**src/rtl/module_rca_arbiter.sv**
```systemverilog
// rtl/module_rca_arbiter.sv - two-requester arbiter sharing one ripple-carry adder
//
// module_rca_8bits : WIDTH-bit combinational ripple-carry adder
//   a, b  in  WIDTH   operands
//   cin   in  1       carry in
//   sum   out WIDTH   sum bits
//   cout  out 1       carry out
//
// module_rca_arbiter : arbitrates two level requests onto a single adder,
// holds the winner's operands for SETTLE_CYCLES, registers the sum.
//   clk_pi     in   1        clock, rising edge
//   rst_n_pi   in   1        asynchronous active-low reset
//   req_pi     in   2        level request per requester
//   a0_pi      in   WIDTH    operand A, requester 0
//   b0_pi      in   WIDTH    operand B, requester 0
//   a1_pi      in   WIDTH    operand A, requester 1
//   b1_pi      in   WIDTH    operand B, requester 1
//   gnt_po     out  2        one-hot grant, operands sampled this cycle
//   done_po    out  2        one-hot completion pulse
//   result_po  out  WIDTH+1  registered sum, held after done
//   busy_po    out  1        high whenever not idle
//
// Build option: RCA_ARB_FIXED_PRIO_EN selects fixed priority (requester 0
// wins ties) instead of round robin.

module module_rca_8bits #(
    parameter int unsigned WIDTH = 8
) (
    input  logic [WIDTH-1:0] a,
    input  logic [WIDTH-1:0] b,
    input  logic             cin,
    output logic [WIDTH-1:0] sum,
    output logic             cout
);

    logic [WIDTH:0] carry;

    assign carry[0] = cin;

    genvar i;
    generate
        for (i = 0; i < WIDTH; i++) begin : g_fa
            assign sum[i]     = a[i] ^ b[i] ^ carry[i];
            assign carry[i+1] = (a[i] & b[i]) | (carry[i] & (a[i] ^ b[i]));
        end
    endgenerate

    assign cout = carry[WIDTH];

endmodule

module module_rca_arbiter #(
    parameter int unsigned WIDTH         = 8,
    parameter int unsigned SETTLE_CYCLES = 1
) (
    input  logic             clk_pi,
    input  logic             rst_n_pi,
    input  logic [1:0]       req_pi,
    input  logic [WIDTH-1:0] a0_pi,
    input  logic [WIDTH-1:0] b0_pi,
    input  logic [WIDTH-1:0] a1_pi,
    input  logic [WIDTH-1:0] b1_pi,
    output logic [1:0]       gnt_po,
    output logic [1:0]       done_po,
    output logic [WIDTH:0]   result_po,
    output logic             busy_po
);

    typedef enum logic [1:0] {
        IDLE = 2'd0,
        LOAD = 2'd1,
        EXEC = 2'd2,
        DONE = 2'd3
    } state_t;

    state_t           state;
    state_t           state_nxt;
    logic             win;
    logic             pick;
    logic [3:0]       cnt;
    logic             exec_last;
    logic [WIDTH-1:0] op_a;
    logic [WIDTH-1:0] op_b;
    logic [WIDTH-1:0] rca_sum;
    logic             rca_cout;
    logic [1:0]       win_oh;

`ifdef RCA_ARB_FIXED_PRIO_EN
    // Requester 0 wins whenever it asks.
    assign pick = ~req_pi[0];
`else
    logic rr_last;

    // On a tie the requester that did not go last wins; otherwise whoever asks.
    assign pick = (req_pi == 2'b11) ? ~rr_last : req_pi[1];
`endif

    assign win_oh    = {win, ~win};
    assign exec_last = (cnt == 4'(SETTLE_CYCLES - 1));

    module_rca_8bits #(
        .WIDTH (WIDTH)
    ) u_rca (
        .a    (op_a),
        .b    (op_b),
        .cin  (1'b0),
        .sum  (rca_sum),
        .cout (rca_cout)
    );

    always_ff @(posedge clk_pi or negedge rst_n_pi) begin
        if (!rst_n_pi) begin
            state <= IDLE;
        end else begin
            state <= state_nxt;
        end
    end

    always_comb begin
        state_nxt = state;
        gnt_po    = 2'b00;
        done_po   = 2'b00;
        busy_po   = 1'b1;
        case (state)
            IDLE: begin
                busy_po = 1'b0;
                if (req_pi != 2'b00) begin
                    state_nxt = LOAD;
                end
            end
            LOAD: begin
                gnt_po    = win_oh;
                state_nxt = EXEC;
            end
            EXEC: begin
                if (exec_last) begin
                    state_nxt = DONE;
                end
            end
            DONE: begin
                done_po   = win_oh;
                state_nxt = IDLE;
            end
            default: begin
                state_nxt = IDLE;
            end
        endcase
    end

    // Datapath: the winner is frozen at the IDLE->LOAD edge so that grant,
    // operand capture and done all refer to the same requester.
    always_ff @(posedge clk_pi or negedge rst_n_pi) begin
        if (!rst_n_pi) begin
            win       <= 1'b0;
            cnt       <= 4'd0;
            op_a      <= '0;
            op_b      <= '0;
            result_po <= '0;
`ifndef RCA_ARB_FIXED_PRIO_EN
            rr_last   <= 1'b1;
`endif
        end else begin
            case (state)
                IDLE: begin
                    if (req_pi != 2'b00) begin
                        win <= pick;
                    end
                end
                LOAD: begin
                    op_a <= win ? a1_pi : a0_pi;
                    op_b <= win ? b1_pi : b0_pi;
                    cnt  <= 4'd0;
`ifndef RCA_ARB_FIXED_PRIO_EN
                    rr_last <= win;
`endif
                end
                EXEC: begin
                    if (exec_last) begin
                        result_po <= {rca_cout, rca_sum};
                    end else begin
                        cnt <= cnt + 4'd1;
                    end
                end
                default: begin
                end
            endcase
        end
    end

endmodule

```
**config.mk**
```make
export PLATFORM = sky130hd
export DESIGN_NAME = module_rca_arbiter
export DESIGN_NICKNAME = d
export VERILOG_FILES = /design/src/rtl/module_rca_arbiter.sv
export SDC_FILE = /design/constraint.sdc
export NUM_CORES = 1
export LEC_CHECK = 0
export ABC_AREA = 0
export BUFFER_PORTS_ARGS = -buffer_cell sky130_fd_sc_hd__buf_4
export CAP_MARGIN = 20
export CORE_MARGIN = 5
export CORE_UTILIZATION = 46
export DETAILED_ROUTE_END_ITERATION = 10
export PLACE_DENSITY = 0.75
export SLEW_MARGIN = 20
export SYNTH_ARGS = -nofsm -noshare
export SYNTH_HDL_FRONTEND = slang
export SYNTH_SLANG_ARGS = --single-unit
```
**constraint.sdc**
```tcl
create_clock -name clk_pi -period 3.5 [get_ports clk_pi]
set_input_delay 0.35 -clock clk_pi [delete_from_list [all_inputs] [get_ports clk_pi]]
set_output_delay 0.35 -clock clk_pi [all_outputs]
set_load 0.01 [all_outputs]
```
* After elaboration in Yosys (flattened, before gate mapping)
Index checks and enable logic that the tools add are counted.
** Storage, ports and cells
- Flip-flop bits (word level) :: 33
- Bits in latches :: 0
- Bits in writable memories :: 0
- Memory bits (read-only) :: 0
- Input bits :: 36
- Output and inout bits :: 14
- Logic and storage cells :: 73
- Memories :: 0
** Cells by class
- Add/subtract/negate cells :: 1
- Multipliers :: 0
- Divide/modulo/power cells :: 0
- $lt $le $gt $ge :: 0
- Eq/ne operators :: 7
- Shifts and indexed selects :: 0
- Muxes and demuxes :: 11
- Bitwise logic cells :: 39
- Reduce and logical (&&, ||, !) cells :: 8
** Operators with widths (count)
- $mux W8 :: 2
- $and A1 B1 Y1 :: 15
- $xor A1 B1 Y1 :: 15
- $mux W2 :: 4
- $pmux W2 S4 :: 1
- $pmux W4 S2 :: 1
- $reduce_and A2 Y1 :: 4
- $or A1 B1 Y1 :: 7
- $eq A2 B2 Y1 const B :: 3
- $ne A2 B2 Y1 const B :: 3
- $add A4 B1 Y4 const B :: 1
- $logic_not A4 Y1 :: 1
- $mux W4 :: 1
- $reduce_bool A2 Y1 :: 2
- $eq A2 B1 Y1 const B :: 1
- $logic_not A2 Y1 :: 1
- $mux W1 :: 2
- $not A1 Y1 :: 2

* Logic depth before layout (Yosys ltp)
Gate-level depths: netlist of run 1.
- Depth in word-level cells :: 15
- Mapped depth :: 12
- Mapped depth without buffers :: 12

* Modules after synthesis
A second synthesis of run 1 with hierarchy kept.
** Unflattened totals
- Cell total of the unflattened synthesis :: 160
- Area, all modules :: 1773.0 µm²
** Modules (own cells, without submodules)
- module_rca_arbiter :: times used 1, cells each 142, area an instance 1575.3 µm²
- module_rca_8bits :: times used 1, cells each 18, area an instance 197.7 µm²

* Worst setup path after synthesis of run 1
OpenSTA, ideal clock, no wires.
- Kind :: register to register
- From :: register op_a[0]
- To :: register result_po[7]
- Arrival time :: 3.243 ns
- Data required time :: 3.417 ns
- Slack :: 0.174 ns
- Cell stages (with the launch flop) :: 13
- Path buffers :: 0
- Period minus slack after synthesis :: 3.326 ns
- Cell sequence :: dfrtp_1 -> ha_1 -> inv_1 -> fa_1 -> inv_1 -> fa_1 -> fa_1 -> fa_1 -> fa_1 -> fa_1 -> inv_1 -> fa_1 -> o21ai_0
** On the way
- Longest elaborated chain between the ends :: 14
** Ends and longest elaborated chain
- from (decl) :: line 82 : logic [WIDTH-1:0] op_a;
- from (signal assigned) :: line 170 : op_a <= win ? a1_pi : a0_pi;
- $and A1 B1 Y1 (2 in a row) :: line 44 : assign carry[i+1] = (a[i] & b[i]) | (carry[i] & (a[i] ^ b[i]));
- $or A1 B1 Y1 :: line 44
- $and A1 B1 Y1 :: line 44
- $or A1 B1 Y1 :: line 44
- $and A1 B1 Y1 :: line 44
- $or A1 B1 Y1 :: line 44
- $and A1 B1 Y1 :: line 44
- $or A1 B1 Y1 :: line 44
- $and A1 B1 Y1 :: line 44
- $or A1 B1 Y1 :: line 44
- $and A1 B1 Y1 :: line 44
- $or A1 B1 Y1 :: line 44
- $xor A1 B1 Y1 :: line 43 : assign sum[i] = a[i] ^ b[i] ^ carry[i];
- to (signal assigned) :: line 179 : result_po <= {rca_cout, rca_sum};
- to (decl) :: line 65 : output logic [WIDTH:0] result_po,
Every way passes these cells.
A chain may end at the register's enable or synchronous reset.

* Final worst setup path of run 1
Same ends and word-level chain as after synthesis.

==> results of run 1 <==
## metrics by stage
step	power, mW	hold WS, ns	cell area (um2)	std cells
after floorplan	1.317	0.05441	1733	154
after global placement	1.574	0.3088	2125	243
after detailed placement	1.622	0.3103	2125	243
after CTS	1.912	0.009857	2211	250
after global routing	2.071	0.04297	2218	250
final	1.892	-0.001006	2218	250
## final timing paths
kind,slack [ns],to
max in group asynchronous,3.18,rr_last
worst max-delay path,0.16,result_po[7]
worst min-delay path,-0.001,win
worst min register to register,0.48,result_po[1]
worst max register to register,0.16,result_po[7]
min in group clk_pi,0.34,win
## metal layers
| layer | up-vias | wire, um | track usage |
|---|---|---|---|
| li1 | 608 | - | - |
| met1 | 591 | 1341 | 0.1707 |
| met5 | - | 0 | 0 |
| met4 | 0 | 60 | 0.07516 |
| met2 | 25 | 1865 | 0.2531 |
| met3 | 4 | 156 | 0.03647 |
## synthesized netlist by cell type
master	instances	area share
sky130_fd_sc_hd__a21bo_2	1	0.0058
sky130_fd_sc_hd__a21o_1	1	0.0043
sky130_fd_sc_hd__a21oi_1	16	0.046
sky130_fd_sc_hd__a22oi_2	1	0.0072
sky130_fd_sc_hd__a32o_1	2	0.012
sky130_fd_sc_hd__and2_1	2	0.0072
sky130_fd_sc_hd__buf_2	2	0.0058
sky130_fd_sc_hd__buf_4	2	0.0087
sky130_fd_sc_hd__clkbuf_1	5	0.011
sky130_fd_sc_hd__dfrtp_1	32	0.46
sky130_fd_sc_hd__dfstp_2	1	0.015
sky130_fd_sc_hd__fa_1	7	0.081
sky130_fd_sc_hd__ha_1	7	0.051
sky130_fd_sc_hd__inv_1	12	0.026
sky130_fd_sc_hd__mux2_1	1	0.0065
sky130_fd_sc_hd__mux2_2	7	0.045
sky130_fd_sc_hd__mux2i_1	17	0.098
sky130_fd_sc_hd__nand2_1	6	0.013
sky130_fd_sc_hd__nand3_1	3	0.0087
sky130_fd_sc_hd__nand4bb_1	1	0.0065
sky130_fd_sc_hd__nor2_1	17	0.037
sky130_fd_sc_hd__nor2b_1	2	0.0072
sky130_fd_sc_hd__nor3b_1	1	0.0043
sky130_fd_sc_hd__o21ai_0	5	0.014
sky130_fd_sc_hd__o22a_1	1	0.0051
sky130_fd_sc_hd__or3b_4	1	0.0065
sky130_fd_sc_hd__xnor2_1	1	0.0051
## sequential cells by signal, indices dropped and copies added, names as in the netlist
register and count:
state 2, result_po 9, rr_last 1, cnt 4, op_b 8, op_a 8
win 1
## power groups by stage
stage                     registers (mW)  logic [mW]  clock network (mW)
after floorplan                    0.684       0.633                   0
after global placement             0.723       0.851                   0
after detailed placement           0.734       0.888                   0
after CTS                          0.728       0.892               0.291
after global routing               0.758        1.00               0.309
final                              0.727       0.880               0.284
## cell families after synthesis
logic type | synth area share
XOR/XNOR | 0.005055
AND/OR/NAND/NOR | 0.09025
flip-flops | 0.4773
buffers and inverters | 0.05126
multiplexers | 0.1502
adder cells (fa/ha/maj) | 0.1314
AO/OA/AOI/OAI | 0.09459
## placed cells by master (no fill, tap or decap)
| cell | n |
|---|---|
| sky130_fd_sc_hd__or3b_4 | 1 |
| sky130_fd_sc_hd__a32o_1 | 2 |
| sky130_fd_sc_hd__clkbuf_1 | 1 |
| sky130_fd_sc_hd__nor2b_1 | 2 |
| sky130_fd_sc_hd__nand2_1 | 6 |
| sky130_fd_sc_hd__mux2_2 | 7 |
| sky130_fd_sc_hd__a21bo_2 | 1 |
| sky130_fd_sc_hd__a21oi_1 | 16 |
| sky130_fd_sc_hd__a22oi_2 | 1 |
| sky130_fd_sc_hd__nand4bb_1 | 1 |
| sky130_fd_sc_hd__inv_1 | 12 |
| sky130_fd_sc_hd__mux2i_1 | 17 |
| sky130_fd_sc_hd__mux2_1 | 1 |
| sky130_fd_sc_hd__a21o_1 | 1 |
| sky130_fd_sc_hd__nor2_1 | 17 |
| sky130_fd_sc_hd__dfstp_2 | 1 |
| sky130_fd_sc_hd__clkbuf_8 | 6 |
| sky130_fd_sc_hd__nand3_1 | 3 |
| sky130_fd_sc_hd__ha_1 | 7 |
| sky130_fd_sc_hd__and2_1 | 2 |
| sky130_fd_sc_hd__buf_4 | 50 |
| sky130_fd_sc_hd__dfrtp_1 | 32 |
| sky130_fd_sc_hd__xnor2_1 | 1 |
| sky130_fd_sc_hd__fa_2 | 3 |
| sky130_fd_sc_hd__o22a_1 | 1 |
| sky130_fd_sc_hd__nor3b_1 | 1 |
| sky130_fd_sc_hd__fa_1 | 4 |
| sky130_fd_sc_hd__o21ai_0 | 5 |
## cell type report
cell class              instances  area, um2
clock buffers                   7      86.33
repair buffers                 50      375.4
flip-flops and latches         33      827.0
inverters                      12      45.04
multi-input cells             100      824.5
well taps                      48      60.06
fillers                       297       1443
## what timing repair did
item / in CTS / in global routing
gates resized for setup: 0 / 3
setup endpoints to repair: 0 / 1
hold endpoints to repair: 0 / 0
==> results, run 1 <==
- The startpoint identified for the worst register-to-register timing path is op_a[0].
- The initial antenna violation count is 0.
- The clock transition at the registers of the reported paths is around 0.070 ns.
- At the end of the flow, the number of nets in the layout was between 200 and 300.
- The leakage component of the power is between 1 and 1.5 nW.
- Setup violations remaining at the end of the flow were counted as 0.
- After global routing the overflow that remains totals 0.
- The post-synthesis cell count is 154.
- The number of nets with antenna violations after routing is 0.
- During synthesis, Yosys emitted a total of 0 warnings.
- Dividing the detail-routed wire length by the instance count gives approximately 14 um.
- Clock latency on the worst-skew pair, taken at its later pin, is approximately 0.28 ns.
- The CTS root buffer is sky130_fd_sc_hd__clkbuf_8.
- The congestion estimate from routability-driven global placement came to a little over 0.8.
- The final worst clock skew is just under 0.008 ns.
- Measured on the finished design, the core utilization comes to 0.6059.
- The floorplan step defined a die boundary enclosing 5094 um2.
- Across all setup checks in the final design, the least slack found is between 0.15 and 0.2 ns.
- The first global-routing pass estimated 5.809 mm of wire.
- On the final layout, the worst hold slack is -0.001006 ns.
- In this run the horizontal extent of the chip is about 71 um.
- Across the VDD grid, the largest voltage drop is slightly above 0.0005 V.
- The maximum number of pins on one net before global-route repair is 34.
- Timing would allow up to 299.5 MHz.
- After synthesis the cells add up to 1733 um2.
- OpenSTA, run right after detailed placement, puts the worst setup slack at between 0.005 and 0.006 ns.
- The checks that failed: hold timing.
- The number of buffers created by CTS is 5.
- The share of final-layout standard cells stronger than drive strength 1 is 0.3465.
- The maximum level of the CTS H-tree is 2.
- The nature of the critical path endpoint is a register.
- The delay of the slowest cell on the worst path is 0.39 ns.
- The clock sink count is 33.
- The worst pin sits at a relative slew slack of 0.3381.
- The placeable core region is 3661 um2.
- Traced cell by cell, the critical path runs through ha_1 -> inv_1 -> fa_1 -> inv_1 -> fa_2 -> fa_2 -> fa_1 -> fa_2 -> fa_1 -> inv_1 -> fa_1 -> o21ai_0.
- The placed wire-length estimate is between 2 and 3 mm.
- The maximum root-to-sink buffer count is 2.
- The type of the worst min-delay path is in -> async.
- Row generation in the floorplan step produced 22 rows.
- The TritonCTS clock tree is done.
- The number of buffer and inverter instances along the worst setup path is 3.
- The net count after synthesis is 204.
- The count of pins over their slew limit is 0.
- The number of antenna diodes in the final layout is 0.
- The total routing resource utilization after global routing is 0.1478.
- The post-route fraction of the period consumed by the critical path is 0.9540.
- The number of hold-repair buffers added at the cts stage is 0.
- The combinational share of power is 0.465.
- The data arrival time at the worst-slack endpoint is ~3.5 ns.
- The flow ran to the end, but the final reports show violations.
- The launch point of the critical path is op_a[0].
- In this run the worst path has a maximum fanout of 2.
- The mean number of vias per cell is 4.912.
- The height of the die is 71.38 um.
- Buffers added to address setup during post-CTS repair amount to 0.
- The part of the power in the clock network is 0.150.
- The number of hold violations in the final report was 2.
- The most common cell type on the critical path is sky130_fd_sc_hd__fa_1.
- The number of optimization iterations in the first detailed-route pass is 4.
- The remaining design rule violation count is 0.
- The critical path data required time is ~3.7 ns.
- Buffers placed on the I/O ports in this run total 49.
- The via count of the first global-routing pass is about 1.3k.
- The fraction of power spent switching nets is 0.3759.
- Pin placement for this block handled 50 I/O pins.
- In this run, the number of DRC markers left after iteration 0 of detailed routing was 53.
- The flip-flop and latch count after synthesis is 33.
- The wire length reported by the detailed router is about 3.4 mm.
- Dividing total power by cell area gives a power density of 852.8 nW/um2.
- For the finished layout, the period the worst path requires is ~3.3 ns.
- The switching power is ~0.7 mW.
- For the worst flop-to-flop path, the logic depth is 12.
- The worst setup path is of the reg -> reg kind.
- The tool flagged a number of max-cap violations equal to 0.
- Of the total power, registers draw 0.384.
- The synthesis-to-finish area growth is 28.01%.
- The average instance area after synthesis is roughly 11 um2.
- The slew at the pin with the worst max-slew slack is a little under 1 ns.
- The cell family with the largest share of critical-path delay is adder cells.
- The critical path launch point type is a register.
- Setup repair after global routing left no endpoint under its margin.
- The slowest stage of the critical path is the sky130_fd_sc_hd__fa_1 cell.
- The sum of negative setup slack is 0 ns.
- The internal power summed over all cells is 1.181 mW.
- The effective utilization at floorplan is 0.4733.
- After synthesis, the netlist uses 27 different library cells.
- The critical path runs through a total of 12 cells.
- The post-synthesis sequential area ratio is 0.4773.
- The total via count after detailed routing is about 1.2k.
No activity file was read; power rests on OpenSTA's default activity.
==> run 2: changes to the inputs <==
--- a/config.mk
+++ b/config.mk
@@ -8,10 +8,11 @@
 export ABC_AREA = 0
 export BUFFER_PORTS_ARGS = -buffer_cell sky130_fd_sc_hd__buf_4
 export CAP_MARGIN = 20
+export CORE_ASPECT_RATIO = 2
 export CORE_MARGIN = 5
 export CORE_UTILIZATION = 46
 export DETAILED_ROUTE_END_ITERATION = 10
-export PLACE_DENSITY = 0.75
+export PLACE_DENSITY_LB_ADDON = 0.3
 export SLEW_MARGIN = 20
 export SYNTH_ARGS = -nofsm -noshare
 export SYNTH_HDL_FRONTEND = slang
==> constraint.sdc (replaced) <==
create_clock -name clk_pi -period 3 [get_ports clk_pi]
set_input_delay 0.3 -clock clk_pi [delete_from_list [all_inputs] [get_ports clk_pi]]
set_output_delay 0.3 -clock clk_pi [all_outputs]
set_load 0.01 [all_outputs]
==> results, run 2 (same netlist as run 1, synthesis figures left out) <==
- Timing analysis after detailed placement gives a worst setup slack of -0.3436 ns.
- For the final database, setup skew stands at 0.004946 ns.
- The final weighted congestion in routability-driven placement is about 0.73.
- The clock reaches the later pin of the worst-skew pair after just under 0.3 ns.
- The clock sink count is 33.
- The sum of negative setup slack is -0.2208 ns.
- Of all nets on the critical path, the largest fanout is 2.
- For this run, the top clock speed supported by timing is approximately 310 MHz.
- The tool flagged a number of max-cap violations equal to 0.
- For the pin with the worst max-slew slack, the measured transition is about 1.1 ns.
- The overall overflow remaining after global route is 0.
- The critical path starts at op_a[0].
- At the worst endpoint, the required time is ~3.2 ns.
- The count of buffers added on input and output ports is 49.
- The path class of the tightest hold or removal check is in -> reg.
- After legalization and detailed placement, the total HPWL measured approximately 2.9 mm.
- The end-of-flow core utilization is 0.6194.
- For this run, design rule violations remaining after detail routing come to 0.
- The startpoint of the most critical register-to-register path is op_a[0].
- The maximum root-to-sink buffer count is 2.
- At the end of the flow, the number of nets in the layout was 255.
- The initial antenna violation count came to 0.
- Dividing the detail-routed wire length by the instance count gives approximately 15 um.
- The post-layout worst setup margin is -0.2208 ns.
- The worst setup path is of the reg -> reg kind.
- The tightest hold path in the finished design has a slack of around 0.28 ns.
- The initial DRC count is 10.
- The most numerous cell type found on the critical path is sky130_fd_sc_hd__fa_2.
- The count of pins over their slew limit is 0.
- Counting cells, the worst reg-to-reg path comes to 12.
- Compared with the post-synthesis result, the final layout area differs by 30.33%.
- The register name with the most flops is result_po.
- The number of hold violations in the final report was 0.
- Setup repair after global routing could not meet its margin everywhere.
- The total routing resource utilization after global routing is 0.1675.
- The register with the most flip-flops in the layout has 9 of them.
- The flow ran to the end, but the final reports show violations.
- The via count of the first global-routing pass came to between 1k and 1.5k.
- The die covers approximately 5200 um2.
- The master of the slowest instance on the critical path is sky130_fd_sc_hd__fa_1.
- Total power for the finished layout comes to 2.285 mW.
- The die extent in x is approximately 53 um.
- Summed over all layers, the routed wires come to 3.753 mm.
- The H-tree was split into 2 levels.
- The number of standard-cell rows in the floorplan is 31.
- The worst setup path is captured at a register.
- The cell sitting at the root of the clock tree is a sky130_fd_sc_hd__clkbuf_8.
- The repair_antennas step left the layout with diodes totalling 0.
- The effective utilization at floorplan is 0.4753.
- The largest registers in the layout are result_po (9), op_a (8), op_b (8).
- The global-route wire length before repair is approximately 6.3 mm.
- The peak supply drop is 0.0005551 V.
- The TritonCTS clock tree is done.
- The signal on the critical path passes through ha_2 -> inv_2 -> fa_2 -> inv_2 -> fa_2 -> fa_2 -> fa_2 -> fa_2 -> fa_2 -> inv_2 -> fa_1 -> o21ai_1.
- TritonCTS created 5 clock buffers.
- Entering global routing, the biggest net connects 34 pins.
- The number of primary I/O pins is 50.
- The shortest clock period the worst path allows after layout is between 3 and 4 ns.
- The top cell types in the final layout, fill and taps aside, are 52 x sky130_fd_sc_hd__buf_4, 32 x sky130_fd_sc_hd__dfrtp_1, 17 x sky130_fd_sc_hd__nor2_1, 17 x sky130_fd_sc_hd__mux2i_1, 16 x sky130_fd_sc_hd__a21oi_1.
- The delay of the slowest cell on the worst path is around 0.4 ns.
- For the worst setup path, the data arrival time is approximately 3.4 ns.
- The post-route fraction of the period consumed by the critical path is 1.074.
- The layout has 340 filler cells.
- The endpoint of the lowest-slack register-to-register path is result_po[7].
- In this run the vertical extent of the chip is 96.80 um.
- Summing over every cut layer, the via total after detailed routing is between 1k and 1.5k.
- The critical path ends at result_po[7].
- The total setup violations reported at the end of the flow is 1.
- The final reports fail on setup timing.
- The clock transition at the registers of the reported paths is 0.07 ns.
- The number of nets with antenna violations after routing is 0.
- Dividing the detail-routed via count by the number of cells gives 5.133.
- The library cell used most frequently in the layout, excluding fill and tap cells, is sky130_fd_sc_hd__buf_4.
- Dividing total power by cell area gives a power density of just over 1000 nW/um2.
- The leakage component of the power is 1.094 nW.
- The placeable core region is roughly 3600 um2.
- The number of optimization iterations in the first detailed-route pass is 4.
- The worst setup path is launched from a register.
- The worst register-to-register path has a setup slack of -0.22 ns.
- Of the cells placed in the final design, the portion with a size suffix greater than 1 is 0.3835.
- The relative max-transition margin is 0.2995.
==> run 2: changes by cell type in the layout (fill, tap and decap cells not counted), sizes merged <==
| cell | previous run | this run |
|---|---|---|
| buf | 50 | 52 |
| clkbuf | 7 | 8 |
| dlygate4sd3 | 0 | 1 |
==> run 2: power breakdown <==
group / leakage [nW] / internal [mW] / total, mW / switching [mW]
Combinational: 0.666 / 0.574 / 1.08 / 0.509
Clock: 0.0455 / 0.187 / 0.340 / 0.153
Sequential: 0.383 / 0.655 / 0.862 / 0.206
==> run 2: how the worst min path moves through the flow <==
stage / end / slack, ns / cells past startpoint / start
final: win / 0.28 / 2 / req_pi[1]
after global placement: state[0] / 0.26 / 1 / rst_n_pi
after floorplan: cnt[0] / 0.004 / 0 / rst_n_pi
after global routing: win / 0.28 / 2 / req_pi[1]
after CTS: win / 0.26 / 2 / req_pi[1]
after detailed placement: cnt[2] / 0.27 / 1 / rst_n_pi
==> run 2: layout make-up <==
cell class / count / area (um2) / area share
clock buffer: 8 / 90.09 / 0.03989
inverter: 12 / 45.04 / 0.01994
multi-input combinational: 100 / 834.6 / 0.3695
sequential: 33 / 827.0 / 0.3662
tap: 49 / 61.31 / 0.02715
timing repair buffer: 53 / 400.4 / 0.1773
==> run 2: per-layer routing <==
| metal | track usage | part of all wire | wire length (um) | vias up |
|---|---|---|---|---|
| met2 | 0.2914 | 0.58 | 2164 | 37 |
| met5 | 0 | 0 | 0 | - |
| met4 | 0.08465 | 0.029 | 110 | 0 |
| met1 | 0.1697 | 0.34 | 1285 | 643 |
| li1 | - | - | - | 620 |
| met3 | 0.04923 | 0.051 | 193 | 9 |
==> run 2: critical path, delay by kind of cell, from the launching register on <==
kind | cells | cell delay, ns
buffers and inverters | 3 | 0.15
adder cells (fa/ha/maj) | 8 | 2.48
flip-flops | 1 | 0.38
AO/OA/AOI/OAI | 1 | 0.12
==> run 2: through the flow <==
| step | cell area [um2] | cells |
|---|---|---|
| floorplan | 1743 | 154 |
| global placement | 2143 | 245 |
| detailed placement | 2143 | 245 |
| CTS | 2258 | 255 |
| global route | 2258 | 255 |
| finish | 2258 | 255 |
==> run 2: repair_timing <==
item / in CTS / in global routing
pin swaps: 2 / 0
cloned: 0 / 0
setup buffers: 1 / 0
endpoints found under the setup margin: 3 / 3
gates resized for setup: 6 / 0
hold buffers: 1 / 0
hold endpoints to repair: 32 / 0
==> run 3: changes to the inputs <==
--- a/config.mk
+++ b/config.mk
@@ -13,6 +13,7 @@
 export CORE_UTILIZATION = 46
 export DETAILED_ROUTE_END_ITERATION = 10
 export PLACE_DENSITY_LB_ADDON = 0.3
+export RECOVER_POWER = 50
 export SLEW_MARGIN = 20
 export SYNTH_ARGS = -nofsm -noshare
 export SYNTH_HDL_FRONTEND = slang
==> results, run 3 (same netlist as run 1, synthesis figures left out) <==
- Across the VDD grid, the largest voltage drop is approximately 0.00056 V.
- The count of port buffers added during placement is just under 50.
- Counting the buffers created by CTS gives 5.
- The repair_antennas step left the layout with diodes totalling 0.
- The die covers between 5000 and 6000 um2.
- The initial utilization of the core area, before any placement, comes to 0.4753.
- The initial DRC count is 10.
- The number of optimization iterations in the first detailed-route pass is 4.
- The root buffer cell chosen for the clock tree is sky130_fd_sc_hd__clkbuf_8.
- Max-cap violations in this run came to 1.
- The flip-flop count of the largest register after layout is 9.
- The number of primary I/O pins is 50.
- The count of pins over their slew limit is 34.
- The final worst clock skew is 0.004378 ns.
- The overall overflow remaining after global route is 0.
- The internal portion of the total power is roughly 1.4 mW.
- In this run the register-to-register setup slack is -0.22 ns.
- The wire length reported by the detailed router is 3.761 mm.
- The checks that failed: capacitance limit, slew limit, setup timing.
- The largest registers in the layout are result_po (9), op_a (8), op_b (8).
- The congestion estimate from routability-driven global placement came to about 0.73.
- The die is around 53 um wide.
- Compared with the post-synthesis result, the final layout area differs by 29.03%.
- The part of the power in the clock network is 0.150.
- The total design power is roughly 2.3 mW.
- The clock reaches the later pin of the worst-skew pair after between 0.2 and 0.3 ns.
- The number of hold violations in the final report is 0.
- After detailed routing, the number of vias per cell comes to about 5.1.
- After floorplanning, the core was divided into 31 placement rows.
- TritonCTS built the clock tree.
- Once detail routing completed, the nets flagged for antenna violations numbered 0.
- Once placement completed, the tool counted placed cells totaling around 250.
- The maximum number of pins on one net before global-route repair is 34.
- The power per cell area is approximately 1000 nW/um2.
- The type of the worst min-delay path is in -> reg.
- The initial antenna violation count is 0.
- The total routing resource utilization after global routing is 0.1675.
- The placed instances occupy a cell area of approximately 2100 um2.
- For this design the static power due to leakage is 1.072 nW.
- The via count of the first global-routing pass is about 1.4k.
- For this design, the sink count on the clock tree is 33.
- In the layout the commonest cells are 46 x sky130_fd_sc_hd__buf_4, 32 x sky130_fd_sc_hd__dfrtp_1, 17 x sky130_fd_sc_hd__nor2_1, 17 x sky130_fd_sc_hd__mux2i_1, 16 x sky130_fd_sc_hd__a21oi_1.
- The sequential share of power is 0.381.
- STA puts the critical path data required time at approximately 3.2 ns.
- Counting the fill cells in the layout gives roughly 350.
- The data arrival time at the worst-slack endpoint is 3.42 ns.
- The combinational share of power is 0.469.
- The routed layout has 1307 vias.
- After detailed routing, the number of remaining DRC violations is 0.
- The worst pin sits at a relative slew slack of -0.1896.
- The share of final-layout standard cells stronger than drive strength 1 is 0.3544.
- The critical-path maximum fanout is 2.
- Once routing completed, OpenROAD measured the worst setup slack at -0.2187 ns.
- The height of the die is slightly below 100 um.
- The critical path start-end classification is reg -> reg.
- The total setup violations reported at the end of the flow is 1.
- The final cell count without fillers is around 260.
- The first global-routing pass estimated between 6 and 7 mm of wire.
- The maximum operating frequency is 310.7 MHz.
- The count of nets after finishing is between 200 and 300.
- The placed wire-length estimate is approximately 2.9 mm.
- Setup repair after global routing could not meet its margin everywhere.
- The most frequent standard cell in the layout excluding fill and tap cells is sky130_fd_sc_hd__buf_4.
- The placeable core region is 3646 um2.
- The clock passes through at most 2 buffers.
- The worst setup path is launched from a register.
- The fraction of power spent switching nets is 0.3851.
- Subtracting the final worst setup slack from the clock period gives approximately 3.2 ns.
- Dividing the detail-routed wire length by the instance count gives about 15 um.
- The worst slack on hold paths is between 0.2 and 0.3 ns.
- The run finished, with violations left.
- For the pin with the worst max-slew slack, the measured transition is between 1.5 and 2 ns.
- Dividing the final minimum period by the clock period gives 1.073.
- The maximum level of the CTS H-tree is 2.
- Summed over all nets, the switching power comes to roughly 0.87 mW.
- Clock-pin slew was measured on the worst setup and hold paths at 0.07 ns.
- STA classifies the critical path endpoint as a register.
- The register with the most flip-flops in the final layout is result_po.
- The cell area after layout is ~2200 um2.
==> run 3: layout make-up <==
| cell class | count | area (um2) | share of cell area |
|---|---|---|---|
| Inverter | 12 | 45.04 | 0.02015 |
| Timing Repair Buffer | 53 | 377.9 | 0.1690 |
| Multi-Input combinational cell | 100 | 834.6 | 0.3733 |
| Sequential cell | 33 | 827.0 | 0.3699 |
| Tap cell | 49 | 61.31 | 0.02742 |
| Clock buffer | 8 | 90.09 | 0.04029 |
==> run 3: worst paths after layout <==
check                              from            to  cells after the start
max                             op_a[0]  result_po[7]                     12
min                           req_pi[1]           win                      2
max reg2reg                     op_a[0]  result_po[7]                     12
min reg2reg                result_po[1]  result_po[1]                      2
max in group asynchronous      rst_n_pi       op_b[3]                      2
min in group asynchronous      rst_n_pi        cnt[2]                      2
==> run 3: metal layers <==
metal	track usage	up-vias	part of all wire
met5	0	-	0
met4	0.08465	0	0.029
met3	0.04923	9	0.052
met2	0.2914	37	0.57
met1	0.1697	642	0.34
li1	-	619	-
==> run 3: metrics by stage <==
step	setup WS (ns)	util	TNS, ns
3_3_place_gp	-0.2515	0.5879	-0.2563
5_1_grt	-0.3366	0.6132	-0.4942
4_1_cts	-0.2295	0.6194	-0.2295
6_report	-0.2187	0.6132	-0.2187
3_5_place_dp	-0.3436	0.5879	-0.4913
2_1_floorplan	-0.1698	-	-0.1698
==> run 3: worst max-delay path: stages (launching register included) <==
cell and delay [ns]:
sky130_fd_sc_hd__dfrtp_1 0.38, sky130_fd_sc_hd__ha_2 0.19, sky130_fd_sc_hd__inv_2 0.05, sky130_fd_sc_hd__fa_2 0.18, sky130_fd_sc_hd__inv_2 0.04, sky130_fd_sc_hd__fa_2 0.33, sky130_fd_sc_hd__fa_2 0.35, sky130_fd_sc_hd__fa_2 0.34
sky130_fd_sc_hd__fa_2 0.34, sky130_fd_sc_hd__fa_2 0.35, sky130_fd_sc_hd__inv_2 0.06, sky130_fd_sc_hd__fa_1 0.40, sky130_fd_sc_hd__o21ai_1 0.12
==> run 3: power by group through the flow <==
| stage | Sequential, mW | Clock [mW] | Combinational [mW] |
|---|---|---|---|
| finish | 0.861 | 0.340 | 1.06 |
| global route | 0.898 | 0.365 | 1.21 |
| CTS | 0.868 | 0.353 | 1.11 |
| detailed placement | 0.871 | 0 | 1.07 |
| global placement | 0.856 | 0 | 1.02 |
| floorplan | 0.801 | 0 | 0.755 |
==> run 3: what timing repair did <==
| item | in CTS | in global routing |
|---|---|---|
| endpoints found under the setup margin | 3 | 3 |
| setup buffers | 1 | 0 |
| resized for setup | 6 | 0 |
| hold endpoints to repair | 32 | 0 |
| hold buffers | 1 | 0 |
| pin swaps | 2 | 0 |
